===== src/rtl/i2c_bus_monitor.sv =====
`default_nettype none
// ============================================================================
// i2c_bus_monitor : passive SCL/SDA decoder -> event strobes and decoded bytes
// Revision        : 1.0
// ============================================================================

module i2c_bus_monitor #(
  parameter int SYNC_STAGES = 2,
  parameter int FILTER_LEN  = 3
) (
  input  logic       p_clock,
  input  logic       p_reset,
  input  logic       scl_i,
  input  logic       sda_i,
  output logic       start_o,
  output logic       stop_o,
  output logic       byte_valid_o,
  output logic [7:0] byte_o,
  output logic       byte_is_addr_o,
  output logic       ack_o,
  output logic [6:0] addr_o,
  output logic       rw_o,
  output logic       busy_o,
  output logic       err_o
);

  localparam logic [1:0] ST_IDLE   = 2'd0;
  localparam logic [1:0] ST_ADDR   = 2'd1;
  localparam logic [1:0] ST_DATA   = 2'd2;
  localparam logic [1:0] ST_WAIT   = 2'd3;
  localparam logic [3:0] FILT_LAST = 4'(FILTER_LEN - 1);

  // Index 0 carries SCL, index 1 carries SDA through the shared front end.
  logic [1:0][SYNC_STAGES-1:0] sync_q;
  logic [1:0][3:0]             fcnt_q, fcnt_d;
  logic [1:0]                  filt_q, filt_d;
  logic [1:0]                  prev_q;
  logic [1:0]                  line_raw;

  logic [1:0] state_q, state_d;
  logic [3:0] bitcnt_q, bitcnt_d;
  logic [7:0] shift_q, shift_d;

  logic       start_q, start_d;
  logic       stop_q, stop_d;
  logic       bv_q, bv_d;
  logic       err_q, err_d;
  logic [7:0] byte_q, byte_d;
  logic       is_addr_q, is_addr_d;
  logic       ack_q, ack_d;
  logic [6:0] addr_q, addr_d;
  logic       rw_q, rw_d;
  logic       busy_q, busy_d;

  logic scl_f, sda_f, scl_rise, start_det, stop_det;
  logic in_frame, mid_byte, frame_done;

  assign line_raw = {sda_i, scl_i};

  always_comb begin
    fcnt_d = '0;
    filt_d = filt_q;
    for (int i = 0; i < 2; i++) begin
      if (sync_q[i][SYNC_STAGES-1] != filt_q[i]) begin
        if (fcnt_q[i] == FILT_LAST) filt_d[i] = sync_q[i][SYNC_STAGES-1];
        else                        fcnt_d[i] = fcnt_q[i] + 4'd1;
      end
    end
  end

  always_ff @(posedge p_clock) begin
    if (p_reset) begin
      sync_q <= '1;
      fcnt_q <= '0;
      filt_q <= '1;
      prev_q <= '1;
    end else begin
      for (int i = 0; i < 2; i++) begin
        sync_q[i] <= {sync_q[i][SYNC_STAGES-2:0], line_raw[i]};
      end
      fcnt_q <= fcnt_d;
      filt_q <= filt_d;
      prev_q <= filt_q;
    end
  end

  assign scl_f     = filt_q[0];
  assign sda_f     = filt_q[1];
  assign scl_rise  = scl_f & ~prev_q[0];
  assign start_det = scl_f & prev_q[0] & ~sda_f &  prev_q[1];
  assign stop_det  = scl_f & prev_q[0] &  sda_f & ~prev_q[1];

  assign in_frame   = (state_q == ST_ADDR) || (state_q == ST_DATA);
  // The SCL rise that sets up a START/STOP is itself counted as a bit, so the
  // condition is mid-byte only when an earlier bit of this frame was received.
  assign mid_byte   = in_frame && (bitcnt_q >= 4'd2);
  assign frame_done = in_frame && scl_rise && (bitcnt_q == 4'd8);

  always_ff @(posedge p_clock) begin
    if (p_reset) begin
      state_q  <= ST_IDLE;
      bitcnt_q <= 4'd0;
      shift_q  <= 8'h00;
    end else begin
      state_q  <= state_d;
      bitcnt_q <= bitcnt_d;
      shift_q  <= shift_d;
    end
  end

  always_comb begin
    state_d  = state_q;
    bitcnt_d = bitcnt_q;
    shift_d  = shift_q;
    if (start_det) begin
      state_d  = ST_ADDR;
      bitcnt_d = 4'd0;
    end else if (stop_det) begin
      state_d  = ST_IDLE;
      bitcnt_d = 4'd0;
    end else if (in_frame && scl_rise) begin
      if (bitcnt_q < 4'd8) begin
        shift_d  = {shift_q[6:0], sda_f};
        bitcnt_d = bitcnt_q + 4'd1;
      end else begin
        bitcnt_d = 4'd0;
        state_d  = sda_f ? ST_WAIT : ST_DATA;
      end
    end
  end

  always_comb begin
    start_d   = start_det;
    stop_d    = stop_det;
    err_d     = (start_det | stop_det) & mid_byte;
    bv_d      = frame_done;
    byte_d    = byte_q;
    is_addr_d = is_addr_q;
    ack_d     = ack_q;
    addr_d    = addr_q;
    rw_d      = rw_q;
    busy_d    = busy_q;
    if (frame_done) begin
      byte_d    = shift_q;
      ack_d     = ~sda_f;
      is_addr_d = (state_q == ST_ADDR);
      if (state_q == ST_ADDR) begin
        addr_d = shift_q[7:1];
        rw_d   = shift_q[0];
      end
    end
    if (start_det)     busy_d = 1'b1;
    else if (stop_det) busy_d = 1'b0;
  end

  always_ff @(posedge p_clock) begin
    if (p_reset) begin
      start_q   <= 1'b0;
      stop_q    <= 1'b0;
      bv_q      <= 1'b0;
      err_q     <= 1'b0;
      byte_q    <= 8'h00;
      is_addr_q <= 1'b0;
      ack_q     <= 1'b0;
      addr_q    <= 7'h00;
      rw_q      <= 1'b0;
      busy_q    <= 1'b0;
    end else begin
      start_q   <= start_d;
      stop_q    <= stop_d;
      bv_q      <= bv_d;
      err_q     <= err_d;
      byte_q    <= byte_d;
      is_addr_q <= is_addr_d;
      ack_q     <= ack_d;
      addr_q    <= addr_d;
      rw_q      <= rw_d;
      busy_q    <= busy_d;
    end
  end

  assign start_o        = start_q;
  assign stop_o         = stop_q;
  assign byte_valid_o   = bv_q;
  assign err_o          = err_q;
  assign byte_o         = byte_q;
  assign byte_is_addr_o = is_addr_q;
  assign ack_o          = ack_q;
  assign addr_o         = addr_q;
  assign rw_o           = rw_q;
  assign busy_o         = busy_q;

endmodule

`default_nettype wire


===== config.mk =====
export PLATFORM = sky130hd
export DESIGN_NAME = i2c_bus_monitor
export DESIGN_NICKNAME = d
export VERILOG_FILES = /design/src/rtl/i2c_bus_monitor.sv
export SDC_FILE = /design/constraint.sdc
export NUM_CORES = 1
export LEC_CHECK = 0
export CAP_MARGIN = 25
export CORE_MARGIN = 8
export CORE_UTILIZATION = 45
export DETAILED_ROUTE_END_ITERATION = 12
export GPL_TIMING_DRIVEN = 0
export HOLD_SLACK_MARGIN = 0.02
export PLACE_DENSITY = 0.77
export SLEW_MARGIN = 20
export SYNTH_ARGS = -nofsm -noshare
export SYNTH_HDL_FRONTEND = slang
export SYNTH_SLANG_ARGS = --single-unit
export TNS_END_PERCENT = 10

===== constraint.sdc =====
create_clock -name p_clock -period 1.68 [get_ports p_clock]
set_input_delay 0.168 -clock p_clock [delete_from_list [all_inputs] [get_ports p_clock]]
set_output_delay 0.168 -clock p_clock [all_outputs]
set_load 0.02 [all_outputs]

* After elaboration in Yosys (flattened, before gate mapping)
Index checks and enable logic that the tools add are counted.
** Cells by class
- Bitwise gates (word level) :: 16
- Reductions and logical operators :: 15
- Equal/unequal tests :: 8
- Multiplexer cells :: 8
- $lt $le $gt $ge :: 2
- Add/sub/neg operators :: 3
** Operators with widths (count)
- adder 4 x 1 -> 4 bit, second input constant :: 3
- AND reduction 2 bit :: 5
- OR reduction 3 bit :: 3
- == test 4 x 2 -> 1 bit, second input constant :: 2
- inverter 1 bit :: 8
- bitwise AND 1 bit :: 7
- 2-to-1 mux 1 bit :: 7
- == test 4 bit, second input constant :: 1
- >= comparator 4 x 2 -> 1 bit, second input constant :: 1
- < comparator 4 bit, second input constant :: 1
- 2-to-1 mux 4 bit :: 1
- AND reduction 4 bit :: 1
- logical AND 1 bit :: 3
- inequality test 3 bit, second input constant :: 1
- nonzero test 3 bit :: 1
- == test 2 x 1 -> 1 bit, second input constant :: 1
- == test 2 bit, second input constant :: 1
- inequality test 1 bit :: 2
- nonzero test 2 bit :: 1
- logical OR 1 bit :: 1
- OR 1 bit :: 1
** Word-level totals
- Word-level logic and storage cells :: 73
- Output and inout bits :: 23
- Register bits :: 53
- Input bits :: 4

* Longest topological paths before layout
- Word-level depth :: 6
- Mapped depth :: 6
- Depth with buffers taken out :: 5

* Least setup slack after synthesis
No wires, ideal clock.
- Path type :: register -> register
- From :: register state_q[1]
- To :: register bitcnt_q[1]
- Clock period less this slack :: 1.545 ns
- Path slack :: 0.135 ns
- Library setup time :: 0.070 ns
- Stages on the path, launching flop included :: 6
- Buffers on the path :: 0
- Data required time :: 1.610 ns
- Arrival :: 1.475 ns
- Path through :: dfxtp_1 -> inv_1 -> ha_1 -> or3b_4 -> or3_1 -> a21oi_1
** Between the ends
- Cells in the longest elaborated chain, start to end :: 3
- Elaborated cells on any way between the ends :: 4
- Classes of those cells :: eq/ne: 2; reduce/logical: 2
** Ends and longest elaborated chain
- start, declared :: RTL line 40 : logic [1:0] state_q, state_d;
- start signal, assigned :: RTL line 105 : state_q <= state_d;
- == test 2 x 1 -> 1 bit or == test 2 bit (tied branches) :: RTL line 93 : assign in_frame = (state_q == ST_ADDR) || (state_q == ST_DATA);
- logical OR 1 bit * :: RTL line 93
- logical AND 1 bit * :: RTL line 121 : end else if (in_frame && scl_rise) begin
- end signal, assigned :: RTL line 106 : bitcnt_q <= bitcnt_d;
- end, declared :: RTL line 41 : logic [3:0] bitcnt_q, bitcnt_d;
Mark *: on every way between the ends. The rest lies on a longest branch, timed or not.
A chain may end at the register's enable or synchronous reset.

* Worst setup path in the final report
Ends and elaborated chain as after synthesis.

==> metrics.txt <==
Placed Cells incl. Taps approximately 300; hpwl dp 2.96 mm; drt first pass iters 4; Finish-stage setup viols 0; Clock Sink Count 53; register area share after synthesis 50.3%; Internal roughly 1.6 mW; sw power around 0.43 mW; cells along the critical path inv_1 > ha_2 > or3b_4 > or3_1 > a21oi_1; WL/cell 13.5 um; Final Wtd Congestion ~0.77; Syn Std Cell Area between 2000 and 2500 um^2; crit end category flip-flop; largest net degree at the start of global routing 16; critical-path maximum fanout 7; Syn Inst Count between 200 and 250; CORE AREA ~4600 um^2; Slew Limit Fails 0; Top FF cell, synth dfxtp_1; Flop pwr share a little over three fifths; switching share of power roughly a fifth; worst vdd ir ~440 uV; Crit path arrival time approximately 1.9 ns; Final period util a little over nine tenths; syn_nets between 200 and 250; Worst slew margin ~70%; CTS root buf clkbuf_8; Avg Inst Size Synth about 9.3 um^2; hold crit path type reg2reg; CTS tree built; fill cell count 443; Ant. Diodes 0; # rows 25; metal3 WL roughly 170 um; clock network fraction of total power 34.3%; Logic pwr share under 10%; initial antenna violation count 0; Final Critical Period 1.63 ns; largest family of logic cells by synthesized area simple AND/OR/NAND/NOR gates; post-synthesis compound-gate area fraction 10.9%; FMAX between 0.6 and 0.7 GHz; Die Wd about 84 um; number of port buffers 26; total power ~2.0 mW; clk buf depth 2; Synth Register Bits between 50 and 60; M1 wire length 1.80 mm; WP data required 1.92 ns; Hold WS between 0.4 and 0.5 ns; DR vias/cell 5.14; critical setup path kind reg2reg; Adder-Cell Fraction of Synth Area between 4 and 5%; DIE AREA ~7100 um^2; Synth Area in XOR/XNOR about 2.9%; Clock Skew approximately 0.0070 ns; Slowest-stage cell, CP or3b_4; synth warn 0; Residual DRC 0; global-route wire length before repair between 7 and 8 mm; CP max stage delay 0.42 ns; Num CTS Buffers 5; vias in the first global route between 1500 and 2000; DR top layer met4; Reg clk slew, reported paths 0.09 ns; routed vias roughly 1600; P&R area growth vs syn 21.3%; wire length on met2 about 2.2 mm; Initial Util 45.6%; mux cell area share after synthesis about 3.8%; Nets around 270; number of routed nets with antenna violations 0; final hold violation count 0; clock latency on the worst-skew pair 0.31 ns; maxcap violations 0; Congestion Overflow GR 0; Synth Area in Simple Gates roughly a quarter; Die Y approximately 84 um; H-tree levels 2; synth unique cells 36; status complete, no violations; EDFF count, synth 0; CTS Hold Bufs 0; CP startpoint kind flip-flop; routed wire length between 4 and 5 mm; io pins 27; GRT Util Overall ~12%; FFs w/ async S/R, synth 0%; Worst Tran Pin Value 0.462 ns; share of cells above drive strength 1 between 10 and 15%; Final Non-Filler Cells 313; LEAKAGE approximately 0.87 nW; Pwr Density around 800 nW/um^2; Iter 0 DRT Violations 86
## registers in the layout (all words and copies together), names as in the netlist
name            cells
byte_o              8
prev_q              2
byte_is_addr_o      1
fcnt_q              8
byte_valid_o        1
ack_o               1
err_o               1
rw_o                1
stop_o              1
sync_q              4
busy_o              1
shift_q             8
bitcnt_q            4
addr_o              7
filt_q              2
start_o             1
state_q             2
## power by group through the flow
| stage | sequential [mW] | combinational (mW) | clock (mW) |
|---|---|---|---|
| floorplan | 1.29 | 0.0318 | 0 |
| global placement | 1.29 | 0.0488 | 0 |
| detailed placement | 1.30 | 0.0499 | 0 |
| CTS | 1.27 | 0.0502 | 0.708 |
| global route | 1.27 | 0.0562 | 0.756 |
| finish | 1.27 | 0.0501 | 0.687 |
## cell usage in the layout, fill, tap and decap left out, drive strengths merged
cell type and count:
o21ai 12, or3b 1, clkbuf 13, nor2 10
nor3 3, a221oi 1, nor4 2, nand3 12
or2 7, xnor2 4, and4bb 1, or3 5
buf 6, clkinv 2, nand4bb 1, ha 7
a31oi 1, a211o 2, nand2 21, a21oi 24
nor2b 2, dfxtp 53, clkdlybuf4s50 26, nor4b 3
nor3b 2, or4b 1, a31o 2, nand2b 16
and3 1, xor2 3, inv 5, mux2i 8
nand3b 1, nand4 1
## logic make-up (layout without fill, tap and decap cells)
logic type | Yosys count | after routing
muxes | 8 | 8
DFF | 53 | 53
xor gates and xnor gates | 7 | 7
buffers and inverters | 19 | 52
AOI/OAI and AO/OA | 42 | 42
and+or+nand+nor | 90 | 90
adders and majority gates | 7 | 7
## synth_stat cells (2+ instances only)
cell | n | area share, %
ha_1 | 7 | 4.1
o21ai_0 | 10 | 2.4
dfxtp_1 | 53 | 50
xor2_1 | 3 | 1.2
nand3_1 | 12 | 2.8
a21oi_1 | 24 | 5.7
nand2b_1 | 16 | 4.7
nor2b_1 | 2 | 0.59
or2_2 | 7 | 2.1
or3_1 | 5 | 1.5
buf_2 | 4 | 0.95
nor4_1 | 2 | 0.59
nor4b_1 | 3 | 1.2
inv_1 | 5 | 0.89
xnor2_1 | 4 | 1.7
clkbuf_1 | 8 | 1.4
a31o_2 | 2 | 0.83
nor2_1 | 10 | 1.8
o21ai_1 | 2 | 0.47
nor3b_1 | 2 | 0.71
a211o_1 | 2 | 0.83
nor3_1 | 2 | 0.47
nand2_1 | 21 | 3.7
mux2i_1 | 8 | 3.8
## path summary, 6_finish.rpt
check	slack (ns)	depth (start not counted)	from	to
hold reg to reg	0.41	1	sync_q[2]	sync_q[3]
setup reg to reg	0.05	5	state_q[1]	bitcnt_q[1]
setup / recovery	0.05	5	state_q[1]	bitcnt_q[1]
hold / removal	0.41	1	sync_q[2]	sync_q[3]
## worst max-delay path: cells and delay by family, from the launching register on
family	cells	cell delay, ns
buf+inv	1	0.06
compound gates	1	0.15
simple gates	2	0.74
flops	1	0.31
fa+ha+maj	1	0.31
## stage by stage
step	setup WS, ns	instance area, um^2	util (%)	TNS (ns)
global route	-0.00821	2560	55.3	-0.0266
global placement	-0.0484	2440	52.7	-0.330
CTS	-0.00832	2520	54.5	-0.0116
finish	0.0470	2560	55.3	0
detailed placement	-0.0754	2440	52.7	-0.595
floorplan	0.135	2110	-	0
## area by class of cell
type | count | area, um^2 | share of cell area (%)
flip-flops and latches | 53 | 1060 | 41.4
multi-input cells | 154 | 997 | 39.0
repair buffers | 26 | 260 | 10.2
clock buffers | 6 | 72.6 | 2.83
plain buffers | 13 | 72.6 | 2.83
well taps | 54 | 67.6 | 2.64
inverters | 5 | 18.8 | 0.733
clock inverters | 2 | 10.0 | 0.391
## routing by layer
metal	GRT usage [%]	up-vias
li1	-	833
met1	13.1	749
met2	22.1	20
met3	4.00	8
met4	5.66	0
met5	0	-
## what timing repair did
item	in CTS	in global routing
gates resized for setup	2	6
gates cloned	0	0
endpoints found under the hold margin	0	0
setup buffers	0	0
pin swaps	0	1
endpoints found under the setup margin	10	28
No activity file was read; power rests on OpenSTA's default activity.
